## config.mk

```make
export PLATFORM = sky130hd
export DESIGN_NAME = mem_access_ctrl
export DESIGN_NICKNAME = d
export VERILOG_FILES = /design/src/rtl/mem_access_pkg.sv /design/src/rtl/mem_lane_align.sv /design/src/rtl/mem_access_ctrl.sv
export SDC_FILE = /design/constraint.sdc
export NUM_CORES = 1
export LEC_CHECK = 0
export ABC_AREA = 1
export ABC_CLOCK_PERIOD_IN_PS = 2400
export CAP_MARGIN = 20
export CORE_ASPECT_RATIO = 1.4
export CORE_MARGIN = 2
export CORE_UTILIZATION = 50
export CTS_CLUSTER_DIAMETER = 30
export DETAILED_ROUTE_END_ITERATION = 8
export PLACE_DENSITY = 0.94
export SETUP_SLACK_MARGIN = 0.1
export SLEW_MARGIN = 10
export SYNTH_ARGS = -nofsm -noshare
export SYNTH_HDL_FRONTEND = slang
export SYNTH_SLANG_ARGS = --single-unit
```

## constraint.sdc

```tcl
create_clock -name clk -period 2.4 [get_ports clk]
set_clock_uncertainty 0.15 [all_clocks]
set_input_delay 0.36 -clock clk [delete_from_list [all_inputs] [get_ports clk]]
set_output_delay 0.36 -clock clk [all_outputs]
set_load 0.005 [all_outputs]
```

## src/rtl/mem_access_pkg.sv

```systemverilog
// rtl/mem_access_pkg.sv - dmem_access codes, FSM encoding and code classifiers
package mem_access_pkg;

  localparam logic [3:0] LD_BU    = 4'b0001;
  localparam logic [3:0] LD_B     = 4'b0010;
  localparam logic [3:0] LD_HU    = 4'b0100;
  localparam logic [3:0] LD_H     = 4'b1000;
  localparam logic [3:0] LD_W     = 4'b0110;
  localparam logic [3:0] ST_B     = 4'b0011;
  localparam logic [3:0] ST_H     = 4'b1100;
  localparam logic [3:0] ST_W     = 4'b1001;
  localparam logic [3:0] ACC_NONE = 4'b1111;

  localparam logic [1:0] S_IDLE = 2'd0;
  localparam logic [1:0] S_BUSY = 2'd1;
  localparam logic [1:0] S_RESP = 2'd2;

  function automatic logic is_load(input logic [3:0] t);
    case (t)
      LD_BU, LD_B, LD_HU, LD_H, LD_W: is_load = 1'b1;
      default:                        is_load = 1'b0;
    endcase
  endfunction

  function automatic logic is_store(input logic [3:0] t);
    case (t)
      ST_B, ST_H, ST_W: is_store = 1'b1;
      default:          is_store = 1'b0;
    endcase
  endfunction

  // ACC_NONE is a legal code but never starts an access.
  function automatic logic is_legal(input logic [3:0] t);
    is_legal = is_load(t) || is_store(t) || (t == ACC_NONE);
  endfunction

  function automatic logic is_misaligned(input logic [3:0] t, input logic [1:0] lo);
    case (t)
      LD_H, LD_HU, ST_H: is_misaligned = lo[0];
      LD_W, ST_W:        is_misaligned = (lo != 2'b00);
      default:           is_misaligned = 1'b0;
    endcase
  endfunction

endpackage

```

## src/rtl/mem_lane_align.sv

```systemverilog
// rtl/mem_lane_align.sv - store strobe/lane replication and load lane extraction/extension
module mem_lane_align
  import mem_access_pkg::*;
(
  input  logic [3:0]  acc_type_i,
  input  logic [1:0]  addr_lo_i,
  input  logic [31:0] st_data_i,
  input  logic [31:0] ld_word_i,
  output logic [3:0]  wstrb_o,
  output logic [31:0] wdata_o,
  output logic [31:0] ld_data_o
);

  logic [7:0]  ld_byte;
  logic [15:0] ld_half;

  always_comb begin
    wstrb_o = 4'b0000;
    wdata_o = 32'h0;
    case (acc_type_i)
      ST_B: begin
        wstrb_o = 4'b0001 << addr_lo_i;
        wdata_o = {4{st_data_i[7:0]}};
      end
      ST_H: begin
        wstrb_o = addr_lo_i[1] ? 4'b1100 : 4'b0011;
        wdata_o = {2{st_data_i[15:0]}};
      end
      ST_W: begin
        wstrb_o = 4'b1111;
        wdata_o = st_data_i;
      end
      default: ;
    endcase
  end

  always_comb begin
    case (addr_lo_i)
      2'd0:    ld_byte = ld_word_i[7:0];
      2'd1:    ld_byte = ld_word_i[15:8];
      2'd2:    ld_byte = ld_word_i[23:16];
      default: ld_byte = ld_word_i[31:24];
    endcase
    ld_half = addr_lo_i[1] ? ld_word_i[31:16] : ld_word_i[15:0];
  end

  always_comb begin
    ld_data_o = 32'h0;
    case (acc_type_i)
      LD_B:    ld_data_o = {{24{ld_byte[7]}}, ld_byte};
      LD_BU:   ld_data_o = {24'h0, ld_byte};
      LD_H:    ld_data_o = {{16{ld_half[15]}}, ld_half};
      LD_HU:   ld_data_o = {16'h0, ld_half};
      LD_W:    ld_data_o = ld_word_i;
      default: ;
    endcase
  end

endmodule

```

## src/rtl/mem_access_ctrl.sv

```systemverilog
// rtl/mem_access_ctrl.sv - MEM-stage data-memory access sequencer (req/ack, stall, timeout)
// Optional MEM_ALIGN_CHECK_EN: misaligned halfword/word accesses complete with resp_err, unissued.
module mem_access_ctrl
  import mem_access_pkg::*;
#(
  parameter int MAX_WAIT = 255,
  parameter int ADDR_W   = 32
) (
  input  logic              clk,
  input  logic              rst,
  input  logic              acc_valid,
  input  logic [3:0]        acc_type,
  input  logic [ADDR_W-1:0] acc_addr,
  input  logic [31:0]       acc_wdata,
  output logic              mem_stall,
  output logic              resp_valid,
  output logic [31:0]       resp_rdata,
  output logic              resp_err,
  output logic              mem_req,
  output logic              mem_we,
  output logic [3:0]        mem_wstrb,
  output logic [ADDR_W-1:0] mem_addr,
  output logic [31:0]       mem_wdata,
  input  logic              mem_ack,
  input  logic [31:0]       mem_rdata
);

  logic [1:0]        state_q, state_d;
  logic [7:0]        cnt_q, cnt_d;
  logic [3:0]        type_q, type_d;
  logic [ADDR_W-1:0] addr_q, addr_d;
  logic [31:0]       wdata_q, wdata_d;
  logic [31:0]       rdata_q, rdata_d;
  logic              err_q, err_d;

  logic              accept;
  logic              misaligned;
  logic              busy;
  logic [3:0]        al_wstrb;
  logic [31:0]       al_wdata;
  logic [31:0]       al_ld_data;

  assign accept = (state_q == S_IDLE) && acc_valid && is_legal(acc_type) && (acc_type != ACC_NONE);

`ifdef MEM_ALIGN_CHECK_EN
  assign misaligned = accept && is_misaligned(acc_type, acc_addr[1:0]);
`else
  assign misaligned = 1'b0;
`endif

  mem_lane_align u_align (
    .acc_type_i (type_q),
    .addr_lo_i  (addr_q[1:0]),
    .st_data_i  (wdata_q),
    .ld_word_i  (mem_rdata),
    .wstrb_o    (al_wstrb),
    .wdata_o    (al_wdata),
    .ld_data_o  (al_ld_data)
  );

  always_comb begin
    state_d = state_q;
    cnt_d   = cnt_q;
    type_d  = type_q;
    addr_d  = addr_q;
    wdata_d = wdata_q;
    rdata_d = rdata_q;
    err_d   = err_q;
    case (state_q)
      S_IDLE: begin
        if (accept) begin
          type_d  = acc_type;
          addr_d  = acc_addr;
          wdata_d = acc_wdata;
          cnt_d   = 8'd0;
          rdata_d = 32'h0;
          err_d   = misaligned;
          state_d = misaligned ? S_RESP : S_BUSY;
        end
      end
      S_BUSY: begin
        if (mem_ack) begin
          rdata_d = is_load(type_q) ? al_ld_data : 32'h0;
          err_d   = 1'b0;
          state_d = S_RESP;
        end else if (cnt_q == 8'(MAX_WAIT - 1)) begin
          // Counting this cycle reaches MAX_WAIT: abandon the access.
          rdata_d = 32'h0;
          err_d   = 1'b1;
          state_d = S_RESP;
        end else begin
          cnt_d = cnt_q + 8'd1;
        end
      end
      S_RESP:  state_d = S_IDLE;
      default: state_d = S_IDLE;
    endcase
  end

  always_ff @(posedge clk) begin
    if (rst) begin
      state_q <= S_IDLE;
      cnt_q   <= 8'd0;
      type_q  <= 4'd0;
      addr_q  <= '0;
      wdata_q <= 32'h0;
      rdata_q <= 32'h0;
      err_q   <= 1'b0;
    end else begin
      state_q <= state_d;
      cnt_q   <= cnt_d;
      type_q  <= type_d;
      addr_q  <= addr_d;
      wdata_q <= wdata_d;
      rdata_q <= rdata_d;
      err_q   <= err_d;
    end
  end

  assign busy       = (state_q == S_BUSY);
  assign mem_stall  = accept || busy;
  assign mem_req    = busy;
  assign mem_we     = busy && is_store(type_q);
  assign mem_wstrb  = mem_we ? al_wstrb : 4'b0000;
  assign mem_wdata  = mem_we ? al_wdata : 32'h0;
  assign mem_addr   = busy ? {addr_q[ADDR_W-1:2], 2'b00} : '0;
  assign resp_valid = (state_q == S_RESP);
  assign resp_rdata = resp_valid ? rdata_q : 32'h0;
  assign resp_err   = resp_valid && err_q;

endmodule

```

==> out/results.ini <==
[yosys]
ys_warn_count=0
yosysMostFrequentCell=nand2_1
ys.flop_type=dfxtp_1
synth_seq_cells=111
synth_area_leaders=dfxtp_1 (37%), nand2_1 (19%), nor2_1 (8.9%)
synth-edff-count=0
synth_top_area_share_pct=36.7
synth.distinct_cells=30
ys_seq_area_share_pct=36.7
syn_inst=974
synth.top_cells.by_count=nand2_1 (311), nor2_1 (143), dfxtp_1 (111), inv_1 (110), a21oi_1 (81)
avgSynthCellArea_um2=6.22
async_flop_share_pct=0
yosysTopAreaCell=dfxtp_1
synthesis.area_um2=6060

[pwr]
p_leak_nw=4.14
power.density_nw_per_um2=510
ir_drop_uv=392

[finish]
fin_area_um2=9080
seq_area_um2=2240
finish.utilization_pct=76.8
nNetsFinal=1291
final_cells=1336
diodes=0
area_delta_synth_final_pct=49.9
fillers=826
multi_input_area_um2=3340
drive_gt1_share_pct=13.8

[worst_setup_path]
reg2reg_from=type_q[0]
crit_path_max_fanout=9
start_kind=register
endpoint_kind=output pin
path_class=reg -> out
cp.arrival_ns=1.87
startpoint=type_q[1]
crit_required_ns=1.89

[timing]
rsz0062_at_grt=true
final_max_slew_viol_count=0
tightest_slew_ns=0.662
fin_crit_sh_pct=99.3
finalSetupViolations=0
maxSlewHeadroom_pct=55.9
clock.fmax_mhz=419
fin_ws_ns=0.0158
fin_crit_ns=2.38
finalHoldViolations=0

[drt]
via_count=7397
routed_wl_mm=22.2
drc=0
dr.first_iter.drc_count=629
ant_nets=0
wl_per_cell_um=16.6
first_pass_iters=6
viasPerCell=5.54

[cts]
clock_latency_ns=0.36
cts_buffers=9
cts-root-buf=clkbuf_16
h-tree-depth=3
clk_path_buf_depth=2
cts_tree=yes
cts.hold.buffers_added=0
cts.sinks=111
clkSlewWorstSetupHoldPaths_ns=0.08

[place]
dpl.hpwl_mm=14.6
port_buffers=206
gp_congestion=0.924
place_ws_ns=-0.0158
place_inst=1305
dpl_cell_area_um2=8350

[global_route]
overflow=0
grt_pass1_vias=6893
use_met3_pct=6.72
grt_pass1_wl_mm=32.9
grtUsageMet2_pct=54.7
grtUsageMet1_pct=34.0
track_usage_pct=31.0
busiest_layer=met2
antenna_found_initial=0
grt_max_degree=84

[floorplanning]
die_area_um2=13000
die_width_um=97.1
rows=47
ios=209
start_util_pct=51.3
core_area_um2=11800
die_h_um=134

[hold_path]
holdCritPathClass=reg -> reg
hold_start=addr_q[8]

[flow_run]
max_cap_violations=0

[run_status]
status=completed

[what timing repair did]
action | 4_1_cts | 5_1_grt
buffers inserted | 6 | 5
gates resized for setup | 129 | 100
gates cloned | 3 | 2
setup endpoints to repair | 75 | 79
pin swaps | 13 | 12
[metrics by stage]
stage               power [mW]  TNS (ns)  hold WS [ns]
CTS                       4.58  -0.00201         0.316
global placement          2.88         0         0.301
global route              4.80   -0.0174         0.340
detailed placement        2.90   -0.0307         0.304
finish                    4.63         0         0.315
floorplan                 2.51         0         0.290
[power breakdown]
group          switching [mW]  internal (mW)  total, mW
Clock                   0.752          0.933       1.68
Combinational           0.524          0.416      0.940
Sequential             0.0722           1.94       2.01
[worst paths after layout]
path | end | slack, ns | cells past startpoint
max | mem_wdata[26] | 0.02 | 6
min | addr_q[8] | 0.32 | 2
max reg2reg | rdata_q[28] | 0.33 | 8
min reg2reg | addr_q[8] | 0.32 | 2
[sequential cells by signal, summed over array words and instances (netlist names)]
register  flops
err_q         1
state_q       2
wdata_q      32
rdata_q      32
cnt_q         8
addr_q       32
type_q        4
[cells by family after synthesis]
logic type / share of synthesized area (%)
DFF: 36.7
other: 0.0619
buffers and inverters: 12.3
and+or+nand+nor: 35.5
AOI/OAI and AO/OA: 14.8
xor gates and xnor gates: 0.145
adders and majority gates: 0.413
[worst max-delay path, stage by stage (launching register included)]
cell and delay [ns]:
dfxtp_4 0.38, nand2_1 0.12, nor2_4 0.19, buf_6 0.17, nand2_1 0.18, a31oi_1 0.29, buf_2 0.18
[cell usage in the layout, fill, tap and decap left out, types with 2 or more instances in the layout]
| cell type | Yosys | routed |
|---|---|---|
| nor2_4 | 1 | 6 |
| inv_2 | 7 | 7 |
| dlymetal6s2s_1 | 0 | 33 |
| clkbuf_16 | 0 | 11 |
| a31oi_4 | 0 | 5 |
| o21ai_0 | 3 | 3 |
| clkbuf_2 | 0 | 10 |
| dlygate4sd2_1 | 0 | 4 |
| bufinv_16 | 0 | 2 |
| nand2_4 | 1 | 4 |
| a21oi_2 | 0 | 3 |
| inv_1 | 110 | 107 |
| conb_1 | 1 | 2 |
| buf_2 | 28 | 18 |
| a211oi_1 | 45 | 44 |
| nand2_2 | 5 | 8 |
| nor2_1 | 143 | 129 |
| a31oi_2 | 0 | 3 |
| nor2_2 | 4 | 13 |
| dfxtp_1 | 111 | 105 |
| a21oi_1 | 81 | 77 |
| a31oi_1 | 17 | 9 |
| dfxtp_2 | 0 | 2 |
| buf_6 | 0 | 7 |
| nand3_1 | 58 | 58 |
| clkdlybuf4s15_1 | 0 | 4 |
| buf_4 | 12 | 37 |
| inv_6 | 0 | 2 |
| inv_4 | 0 | 2 |
| o21ai_4 | 1 | 3 |
| dfxtp_4 | 0 | 4 |
| clkdlybuf4s50_1 | 0 | 135 |
| ha_1 | 2 | 2 |
| buf_12 | 0 | 7 |
| nand4_1 | 3 | 3 |
| nand2_1 | 311 | 305 |
[metal layers]
layer / part of all wire, % / vias to the layer above / wire length (um)
li1: - / 3488 / -
met1: 34 / 3329 / 7600
met2: 51 / 458 / 11300
met3: 8.5 / 122 / 1880
met4: 6.7 / 0 / 1490
met5: 0 / - / 0
[cell type report]
class / count / area share [%]
Multi-Input combinational cell: 688 / 36.8
Timing Repair Buffer: 258 / 27.9
Sequential cell: 111 / 24.7
Inverter: 117 / 4.95
Clock buffer: 9 / 2.48
Tap cell: 147 / 2.03
Clock inverter: 6 / 1.16
No activity file was read; power rests on OpenSTA's default activity.
